<file path="config.mk">
export PLATFORM = sky130hd
export DESIGN_NAME = robs_control
export DESIGN_NICKNAME = d
export VERILOG_FILES = /design/src/rtl/robs_control.sv
export SDC_FILE = /design/constraint.sdc
export NUM_CORES = 1
export LEC_CHECK = 0
export BUFFER_PORTS_ARGS = -buffer_cell sky130_fd_sc_hd__buf_2
export CAP_MARGIN = 20
export CORE_UTILIZATION = 51
export DETAILED_ROUTE_END_ITERATION = 10
export PLACE_DENSITY_LB_ADDON = 0.15
export REMOVE_ABC_BUFFERS = 1
export SLEW_MARGIN = 20
export SYNTH_ARGS = -nofsm -noshare
export SYNTH_HDL_FRONTEND = slang
export SYNTH_SLANG_ARGS = --single-unit
export TNS_END_PERCENT = 50
</file>
<file path="constraint.sdc">
create_clock -name clk -period 2.5 [get_ports clk]
set_input_delay 0.125 -clock clk [delete_from_list [all_inputs] [get_ports clk]]
set_output_delay 0.125 -clock clk [all_outputs]
set_load 0.01 [all_outputs]
</file>
<file path="src/rtl/robs_control.sv">
// Sequencer for the signed Robertson multiplier datapath: drives the 15-bit control word.
// Optional build macro ROBS_CTRL_DONE_HOLD_EN keeps done high until start is released.
module robs_control #(
  parameter int WIDTH = 8
) (
  input  logic        clk,
  input  logic        reset,
  input  logic        start,
  input  logic        zr,
  input  logic        zq,
  output logic [14:0] c,
  output logic        busy,
  output logic        done
);

  // zq flags q == 0 mod 8, so the datapath only works for 8-bit operands.
  if (WIDTH != 8) begin : g_width_check
    $error("robs_control supports WIDTH == 8 only");
  end

  localparam int C_LD_Y    = 0;
  localparam int C_PRE_Q   = 1;
  localparam int C_CLR_A   = 2;
  localparam int C_LD_X    = 3;
  localparam int C_RLO_SEL = 6;
  localparam int C_X_SEL   = 7;
  localparam int C_LD_RHI  = 8;
  localparam int C_LD_RLO  = 9;
  localparam int C_ALU_ADD = 10;
  localparam int C_ARITH   = 11;
  localparam int C_SH_CAP  = 12;
  localparam int C_DEC_Q   = 13;
  localparam int C_LD_A    = 14;

  localparam logic [1:0] RHI_FROM_A   = 2'd0;
  localparam logic [1:0] RHI_FROM_SH  = 2'd1;
  localparam logic [1:0] RHI_FROM_ALU = 2'd2;

  typedef enum logic [3:0] {
    S_IDLE,
    S_LOAD,
    S_INIT,
    S_TEST,
    S_ADD,
    S_SUB,
    S_SHIFT_CAP,
    S_SHIFT_LD,
    S_FINISH,
    S_DONE
  } state_e;

  state_e      state_q, state_d;
  logic [14:0] c_q, c_d;
  logic        busy_q, busy_d;
  logic        done_q, done_d;

  // Word for the state being entered; last_iter suppresses the q decrement.
  function automatic logic [14:0] ctrl_word(input state_e s, input logic last_iter);
    logic [14:0] w;
    w = '0;
    case (s)
      S_LOAD: begin
        w[C_LD_Y]  = 1'b1;
        w[C_PRE_Q] = 1'b1;
        w[C_CLR_A] = 1'b1;
        w[C_LD_X]  = 1'b1;
      end
      S_INIT: begin
        w[5:4]      = RHI_FROM_A;
        w[C_LD_RHI] = 1'b1;
        w[C_LD_RLO] = 1'b1;
      end
      S_ADD: begin
        w[5:4]       = RHI_FROM_ALU;
        w[C_LD_RHI]  = 1'b1;
        w[C_ALU_ADD] = 1'b1;
      end
      S_SUB: begin
        w[5:4]      = RHI_FROM_ALU;
        w[C_LD_RHI] = 1'b1;
      end
      S_SHIFT_CAP: begin
        w[C_SH_CAP] = 1'b1;
        w[C_ARITH]  = 1'b1;
      end
      S_SHIFT_LD: begin
        w[5:4]       = RHI_FROM_SH;
        w[C_LD_RHI]  = 1'b1;
        w[C_RLO_SEL] = 1'b1;
        w[C_LD_RLO]  = 1'b1;
        w[C_ARITH]   = 1'b1;
        w[C_DEC_Q]   = !last_iter;
      end
      S_FINISH: begin
        w[C_LD_A]  = 1'b1;
        w[C_LD_X]  = 1'b1;
        w[C_X_SEL] = 1'b1;
      end
      default: w = '0;
    endcase
    return w;
  endfunction

  always_comb begin
    state_d = state_q;
    case (state_q)
      S_IDLE: begin
        if (start) begin
          state_d = S_LOAD;
        end
      end
      S_LOAD:      state_d = S_INIT;
      S_INIT:      state_d = S_TEST;
      S_TEST: begin
        if (zr) begin
          state_d = S_SHIFT_CAP;
        end else if (!zq) begin
          state_d = S_ADD;
        end else begin
          state_d = S_SUB;
        end
      end
      S_ADD:       state_d = S_SHIFT_CAP;
      S_SUB:       state_d = S_SHIFT_CAP;
      S_SHIFT_CAP: state_d = S_SHIFT_LD;
      S_SHIFT_LD: begin
        if (zq) begin
          state_d = S_FINISH;
        end else begin
          state_d = S_TEST;
        end
      end
      S_FINISH:    state_d = S_DONE;
      S_DONE: begin
`ifdef ROBS_CTRL_DONE_HOLD_EN
        if (!start) begin
          state_d = S_IDLE;
        end
`else
        state_d = S_IDLE;
`endif
      end
      default:     state_d = S_IDLE;
    endcase
  end

  // Outputs are registered from the next state so they line up with state_q.
  always_comb begin
    c_d    = ctrl_word(state_d, zq);
    busy_d = (state_d != S_IDLE) && (state_d != S_DONE);
    done_d = (state_d == S_DONE);
  end

  always_ff @(posedge clk or negedge reset) begin
    if (!reset) begin
      state_q <= S_IDLE;
      c_q     <= '0;
      busy_q  <= 1'b0;
      done_q  <= 1'b0;
    end else begin
      state_q <= state_d;
      c_q     <= c_d;
      busy_q  <= busy_d;
      done_q  <= done_d;
    end
  end

  assign c    = c_q;
  assign busy = busy_q;
  assign done = done_q;

endmodule
</file>
==> results of run 1 <==
## registers in the layout, summed over array words and instances (netlist names)
register  cells
busy          1
c            11
done          1
state_q       4
## final timing paths
| check | end | slack [ns] | cells after the start |
|---|---|---|---|
| min | c[5] | 0.05 | 2 |
| max | state_q[0] | 1.08 | 3 |
| max reg2reg | state_q[0] | 1.08 | 3 |
| min reg2reg | c[9] | 0.70 | 1 |
| min in group asynchronous | c[8] | 0.28 | 2 |
| max in group asynchronous | state_q[0] | 1.95 | 2 |
## power by group through the flow
stage	Combinational [W]	Sequential, W	Clock, W
5_1_grt	0.000383	0.000480	0.000159
4_1_cts	0.000342	0.000462	0.000146
3_3_place_gp	0.000337	0.000465	0
3_5_place_dp	0.000340	0.000468	0
6_report	0.000338	0.000464	0.000142
2_1_floorplan	0.000187	0.000494	0
## critical path, delay by kind of cell, from the launching register on
| kind | cells | cell delay [ns] |
|---|---|---|
| AND/OR/NAND/NOR | 2 | 0.29 |
| AO/OA/AOI/OAI | 1 | 0.45 |
| flip-flops | 1 | 0.61 |
## cell usage after synthesis (all sizes together) (2+ instances only)
| library cell | instances |
|---|---|
| inv | 3 |
| nand3b | 4 |
| nor2b | 2 |
| dfrtp | 17 |
| nor3 | 3 |
| nor2 | 2 |
| a21oi | 4 |
| nand2 | 5 |
| buf | 8 |
| nand4b | 2 |
## cell type report
type	instances	area [sq um]
fillers	107	488.0
clock buffers	4	26.28
well taps	15	18.77
repair buffers	22	115.1
flip-flops and latches	17	425.4
multi-input cells	34	232.7
inverters	3	11.26
## layer usage
metal,part of all wire,global-route usage
met5,0,0
met3,0.062,0.03409
met1,0.50,0.2383
met4,0.015,0.1034
met2,0.42,0.2090
## per-stage QoR
stage	hold slack [ns]	utilization	cell area (sq um)	std cells	power, W
3_3_place_gp	0.05228	0.6021	793.3	90	0.0008020
6_report	0.04584	0.6296	829.5	95	0.0009440
5_1_grt	0.05057	0.6296	829.5	95	0.001022
2_1_floorplan	-0.1706	-	669.4	54	0.0006801
4_1_cts	0.04198	0.6296	829.5	95	0.0009501
3_5_place_dp	0.06608	0.6021	793.3	90	0.0008079
## timing repair
item,4_1_cts,5_1_grt
hold buffers,1,0
hold endpoints to repair,17,0
setup buffers,0,0
## logic make-up after synthesis
kind of cell    after synthesis  share of synthesized area
simple gates                 23                     0.2045
compound gates               11                     0.1151
buf+inv                      11                    0.09622
flops                        17                     0.5842
==> out/results.ini, run 1 <==
[route]
drt-total-wl_microns=1141
drtIter0Drc=17
firstDrtPassIters=4
wl_per_cell_microns=12.01
drc_errors=0
avgViaCountPerCell=5.442
vias=517
antenna_left=0

[global_route]
grt_overflow=0
grt_pass1_wl_microns=1607
grt_usage=0.1621
first_global_vias=364
antenna_found_initial=0
grt_max_degree=18

[cts]
clockBufferDepth=2
clock_sinks=17
cts_buffers=3
cts-root-buf=clkbuf_4
htree_levels=1
cts_tree=done
cts_resized=0
clk_pin_slew_ns=0.09
clk_latency_ns=0.28

[sta]
setup_viol_count_final=0
period_share=0.5694
slew_headroom=0.7146
fmax_mhz=702.5
rsz0062_at_grt=false
fin_worst_skew_ns=0.001452
finalCriticalPeriod_ns=1.424
tightest_slew_ns=0.4282
setup_slack_ns=1.076
drv_slew=0
tns_ns=0
hold_violations=0

[critical_path]
start_kind=flop
cp-end-kind=flop
critPathSlowestCell=dfrtp_1
arrival_ns=1.64
path_cells=nand3b_1, a221oi_1, nand3b_1
critPathLaunch=state_q[1]
slowest_delay_ns=0.61
critPathKind=reg -> reg
timing.rr.start=state_q[1]
required_ns=2.72
cp_common_cell=nand3b_1
cp_max_fo=15

[pwr]
power_leakage_nw=0.4487
p_int_w=0.0005949
p_clk_frac=0.150
ir_drop_uv=690.7
power.switching_w=0.0003492
p_sw_frac=0.3699
pwr-share-seq=0.492
p_per_area_nw_per_um2=1138
power_frac_comb=0.358

[yosys]
yosys-top-cells-area=dfrtp_1 (58%), buf_4 (5.2%), nand3b_1 (4.1%)
synthArstFlopShare=1.000
yosysTopAreaCell=dfrtp_1
syn_area_sq_um=728.2
synth-seq-area-share=0.5842
avgSynthCellArea_sq_um=11.75
ys_warn_count=0
synthFlopType=dfrtp_1
synth_edf_count=0
syn_inst=62
synth_top_area_share=0.5842
synth_cell_types=26
ys_ff_latch=17

[finish]
drive_above_1_share=0.3625
antenna_cells=0
layout_common_cells=buf_2 (21), dfrtp_1 (17), nand2_1 (5)
num-nets-final=86
area_delta_synth_final_pct=13.92
layout_commonest_cell=buf_2

[placement]
pre_cts_ws_ns=1.068
portBuffers=21
routabilityCongestion=0.7696
dp.final_hpwl_microns=799.8

[worst_hold_path]
hold_path_class=in -> reg
hold_path.startpoint=zr

[floorplanning]
initial_core_util=0.5527
pin_count=22
dieArea_sq_um=1583
core_area_sq_um=1318
dieHeight_microns=39.79
die_width_microns=39.79
rows=13

[job]
maxCapViolCount=0

[outcome]
status=complete, no violations

No activity file was read; power rests on OpenSTA's default activity.
==> run 2, diff against run 1 <==
--- a/config.mk
+++ b/config.mk
@@ -7,7 +7,7 @@
 export LEC_CHECK = 0
 export BUFFER_PORTS_ARGS = -buffer_cell sky130_fd_sc_hd__buf_2
 export CAP_MARGIN = 20
-export CORE_UTILIZATION = 51
+export CORE_UTILIZATION = 48
 export DETAILED_ROUTE_END_ITERATION = 10
 export PLACE_DENSITY_LB_ADDON = 0.15
 export REMOVE_ABC_BUFFERS = 1
==> constraint.sdc (replaced) <==
create_clock -name clk -period 1.5 [get_ports clk]
set_input_delay 0.075 -clock clk [delete_from_list [all_inputs] [get_ports clk]]
set_output_delay 0.075 -clock clk [all_outputs]
set_load 0.01 [all_outputs]
==> run 2 against run 1 <==
Net effect: count of clock-buffer cells in the layout unchanged; design area increased by 1.1%; final cell count is 1.1% higher; setup slack worse by 0.95 ns; clock skew increased by 0.0039 ns; power increased by 70%; critical path depth is the same; routed wire length grew 3.9%; fmax is 3.4% higher.
==> out/results.ini, run 2 (synthesis results as in run 1) <==
[placement]
place_area_sq_um=800.8
dp.final_hpwl_microns=845
portBuffers=21
routabilityCongestion=0.7746

[route]
vias=494
drc_errors=0
drt-total-wl_microns=1186
drtIter0Drc=13
antenna_left=0
firstDrtPassIters=3
avgViaCountPerCell=5.146
wl_per_cell_microns=12.35

[critical_path]
slowest_delay_ns=0.52
critPathSlowestCell=dfrtp_1
required_ns=1.65
arrival_ns=1.52
path_cells=nand2b_1, a221oi_1, a211oi_1
start_kind=flop
critPathTopFamily=flip-flops
critPathKind=reg -> reg
cp_max_fo=13
cp_num_buf_inv=0
cp-end-kind=flop

[cts]
clockBufferDepth=2
cts_tree=done
clock_sinks=17
postCtsSetupBuffers=0
htree_levels=1
cts-root-buf=clkbuf_4
cts_buffers=3
clk_pin_slew_ns=0.10
clk_latency_ns=0.28

[floorplanning]
die_width_microns=40.95
initial_core_util=0.5394
rows=13
dieArea_sq_um=1677
pin_count=22
dieHeight_microns=40.95
core_area_sq_um=1350

[sta]
tns_ns=0
tightest_slew_ns=0.4383
fmax_mhz=726.1
drv_slew=0
setup_viol_count_final=0
fin_worst_skew_ns=0.005381
hold_violations=0
period_share=0.9181
rsz0062_at_grt=false
slew_headroom=0.7078
finalCriticalPeriod_ns=1.377

[worst_hold_path]
hold_path_class=in -> reg

[finish]
antenna_cells=0
drive_above_1_share=0.3827
num-nets-final=87
layout_common_cells=buf_2 (21), dfrtp_1 (16), nand2_1 (5)
finalInstanceArea_sq_um=838.3
layout_commonest_cell=buf_2
largest_reg_flops=11
area_delta_synth_final_pct=15.12

[global_route]
grt_usage=0.1699
first_global_vias=385
grt_max_degree=18
grt_pass1_wl_microns=1773
grt_overflow=0
antenna_found_initial=0

[pwr]
ir_drop_uv=915.0
power_leakage_nw=0.4529
p_per_area_nw_per_um2=1911

[outcome]
status=complete, no violations

[job]
maxCapViolCount=0

## run 2: cell types whose count changed in the layout (fill, tap and decap cells not counted)
cell / delta
buf_4: +1
dfrtp_2: +1
dfrtp_1: -1
## run 2: cell type report
type,instances,area (sq um)
clock buffers,4,26.28
fillers,110,511.7
inverters,3,11.26
multi-input cells,34,232.7
flip-flops and latches,17,426.7
well taps,15,18.77
repair buffers,23,122.6
## run 2: per-stage QoR
| stage | hold WS (ns) | cells | setup slack [ns] | util | total power [W] |
|---|---|---|---|---|---|
| 6_report | 0.01180 | 96 | 0.1229 | 0.6209 | 0.001602 |
| 5_1_grt | 0.007441 | 96 | 0.04042 | 0.6209 | 0.001732 |
| 4_1_cts | 0.002921 | 96 | 0.07564 | 0.6200 | 0.001604 |
| 3_5_place_dp | 0.008161 | 91 | 0.1147 | 0.5931 | 0.001368 |
| 3_3_place_gp | 0.007350 | 91 | 0.1981 | 0.5931 | 0.001346 |
| 2_1_floorplan | -0.2206 | 54 | 0.2938 | - | 0.001134 |
## run 2: layer usage
layer,global-route usage,vias up,part of all wire
li1,-,247,-
met1,0.2287,227,0.49
met2,0.2383,18,0.44
met4,0.1000,0,0.0067
met3,0.04891,2,0.057
met5,0,-,0
## run 2: what timing repair did
action / 4_1_cts / 5_1_grt
endpoints found under the setup margin: 0 / 3
endpoints found under the hold margin: 17 / 0
resized for setup: 0 / 1
hold buffers: 1 / 0
## run 2: worst register-to-register path, stage by stage (launching register included)
cell	delay [ns]
dfrtp_1	0.52
nand2b_1	0.21
a221oi_1	0.41
a211oi_1	0.10
## run 2: where the power goes
group	switching, W	internal, W	total, W
Sequential	0.000165	0.000607	0.000773
Clock	0.000133	0.000103	0.000236
Combinational	0.000294	0.000300	0.000594
Total	0.000592	0.00101	0.00160
## run 2: worst paths after layout
path | startpoint | to | slack (ns) | cells past startpoint
setup / recovery | state_q[0] | c[12] | 0.12 | 3
min in group asynchronous | reset | state_q[0] | 0.22 | 2
max in group asynchronous | reset | state_q[1] | 1.00 | 2
hold reg to reg | state_q[2] | state_q[1] | 0.68 | 1
setup reg to reg | state_q[0] | c[12] | 0.12 | 3
hold / removal | zr | c[5] | 0.01 | 2
==> run 3, diff against run 2 <==
--- a/config.mk
+++ b/config.mk
@@ -7,9 +7,11 @@
 export LEC_CHECK = 0
 export BUFFER_PORTS_ARGS = -buffer_cell sky130_fd_sc_hd__buf_2
 export CAP_MARGIN = 20
-export CORE_UTILIZATION = 48
+export CELL_PAD_IN_SITES_DETAIL_PLACEMENT = 1
+export CELL_PAD_IN_SITES_GLOBAL_PLACEMENT = 2
+export CORE_UTILIZATION = 30
 export DETAILED_ROUTE_END_ITERATION = 10
-export PLACE_DENSITY_LB_ADDON = 0.15
+export PLACE_DENSITY = 0.81
 export REMOVE_ABC_BUFFERS = 1
 export SLEW_MARGIN = 20
 export SYNTH_ARGS = -nofsm -noshare
==> run 3 against run 2 <==
Net effect: sequential power up 0.5%; clock power increased by 2%; die area increased by 57%; global-route usage is 4.7 points lower; power fell by 1.4%; setup slack better by 0.018 ns; via count is 3.4% higher; critical path depth did not move; non-clock buffer count decreased by 1; design area increased by 1.0%.
==> out/results.ini, run 3 (synthesis results as in run 1) <==
[floorplanning]
dieArea_sq_um=2628
initial_core_util=0.3230
core_area_sq_um=2255
pin_count=22
die_width_microns=51.27
dieHeight_microns=51.27
rows=17

[outcome]
status=complete, no violations

[finish]
largest_reg_flops=11
num-nets-final=86
layout_common_cells=buf_2 (21), dfrtp_1 (17), nand2_1 (5)
area_delta_synth_final_pct=16.32
final-seq-area_sq_um=425.4
multi_input_area_sq_um=232.7
layout.cells.non_filler=108
antenna_cells=0
drive_above_1_share=0.3750
post-route-util=0.3757
final.fill_count=268
layout_commonest_cell=buf_2

[critical_path]
cp_num_buf_inv=0
critPathKind=reg -> reg
arrival_ns=1.59
required_ns=1.73
start_kind=flop
path_cells=nand3b_1, a221oi_1, nand3b_1
cp_common_cell=nand3b_1
cp_max_fo=15
critPathTopFamily=flip-flops
slowest_delay_ns=0.61
cp-end-kind=flop
critPathSlowestCell=dfrtp_1

[pwr]
power_leakage_nw=0.4515
ir_drop_uv=648.3
p_per_area_nw_per_um2=1864
power.total_w=0.001579

[route]
avgViaCountPerCell=4.731
firstDrtPassIters=2
wl_per_cell_microns=12.50
drtIter0Drc=10
vias=511
drt-total-wl_microns=1350
drc_errors=0
antenna_left=0

[placement]
dpl.cell_count=103
routabilityCongestion=0.7297
dp.final_hpwl_microns=943.2
portBuffers=21

[global_route]
grt_overflow=0
antenna_found_initial=0
grt_usage=0.1229
grt_max_degree=18
first_global_vias=492
grt_pass1_wl_microns=2256

[cts]
clk_latency_ns=0.29
clock_sinks=17
cts_hold_buffers=1
cts_tree=done
cts-root-buf=clkbuf_4
postCtsSetupBuffers=0
htree_levels=1
clockBufferDepth=2
cts_buffers=3
cts_resized=0
clk_pin_slew_ns=0.10

[sta]
tightest_slew_ns=0.4226
drv_slew=0
setup_viol_count_final=0
fmax_mhz=735.7
finalCriticalPeriod_ns=1.359
period_share=0.9062
slew_headroom=0.7183
tns_ns=0
hold_violations=0
fin_worst_skew_ns=0.004614
rsz0062_at_grt=false

[job]
maxCapViolCount=0

[worst_hold_path]
hold_path_class=in -> reg

[run 3: cell count changes in the layout (fill, tap and decap cells not counted), sizes merged]
cell    before  now
clkinv       0    1
clkbuf       4    3
buf         22   21
[run 3: worst paths after layout]
kind	startpoint	endpoint	slack [ns]	depth (start not counted)
worst max-delay path	state_q[1]	state_q[0]	0.14	3
worst min-delay path	zr	c[5]	0.008	2
worst max register to register	state_q[1]	state_q[0]	0.14	3
worst min register to register	state_q[3]	c[9]	0.69	1
max in group asynchronous	reset	c[2]	1.01	2
min in group asynchronous	reset	c[5]	0.22	2
[run 3: cell type report]
class                   count  area share
multi-input cells          34      0.2747
flip-flops and latches     17      0.5022
inverters                   3     0.01329
well taps                  28     0.04136
repair buffers             22      0.1359
clock buffers               3     0.02659
clock inverters             1    0.005908
[run 3: worst reg2reg max path, stage by stage, from the launching register on]
cell and delay (ns):
dfrtp_1 0.61, nand3b_1 0.12, a221oi_1 0.41, nand3b_1 0.16
[run 3: power by group]
group          internal (W)  leakage, nW  switching (W)
Combinational      0.000284        0.215       0.000278
Sequential         0.000604        0.219       0.000172
Clock             0.0000991       0.0177       0.000142
Total              0.000987        0.451       0.000592
[run 3: stage by stage]
step	setup slack (ns)	hold slack (ns)	instance area, sq um
after floorplan	0.2938	-0.2206	669.4
after global placement	0.1718	0.01129	809.5
after detailed placement	0.1431	0.01297	809.5
after CTS	0.1394	0.002461	847.1
after global routing	0.03212	0.008729	847.1
final	0.1407	0.007942	847.1
[run 3: layer usage]
metal	share of wire	track usage	routed length (microns)	up-vias
li1	-	-	-	246
met1	0.43	0.1429	585	244
met2	0.49	0.1930	663	16
met3	0.040	0.02976	54	5
met4	0.034	0.09459	46	0
met5	0	0	0	-
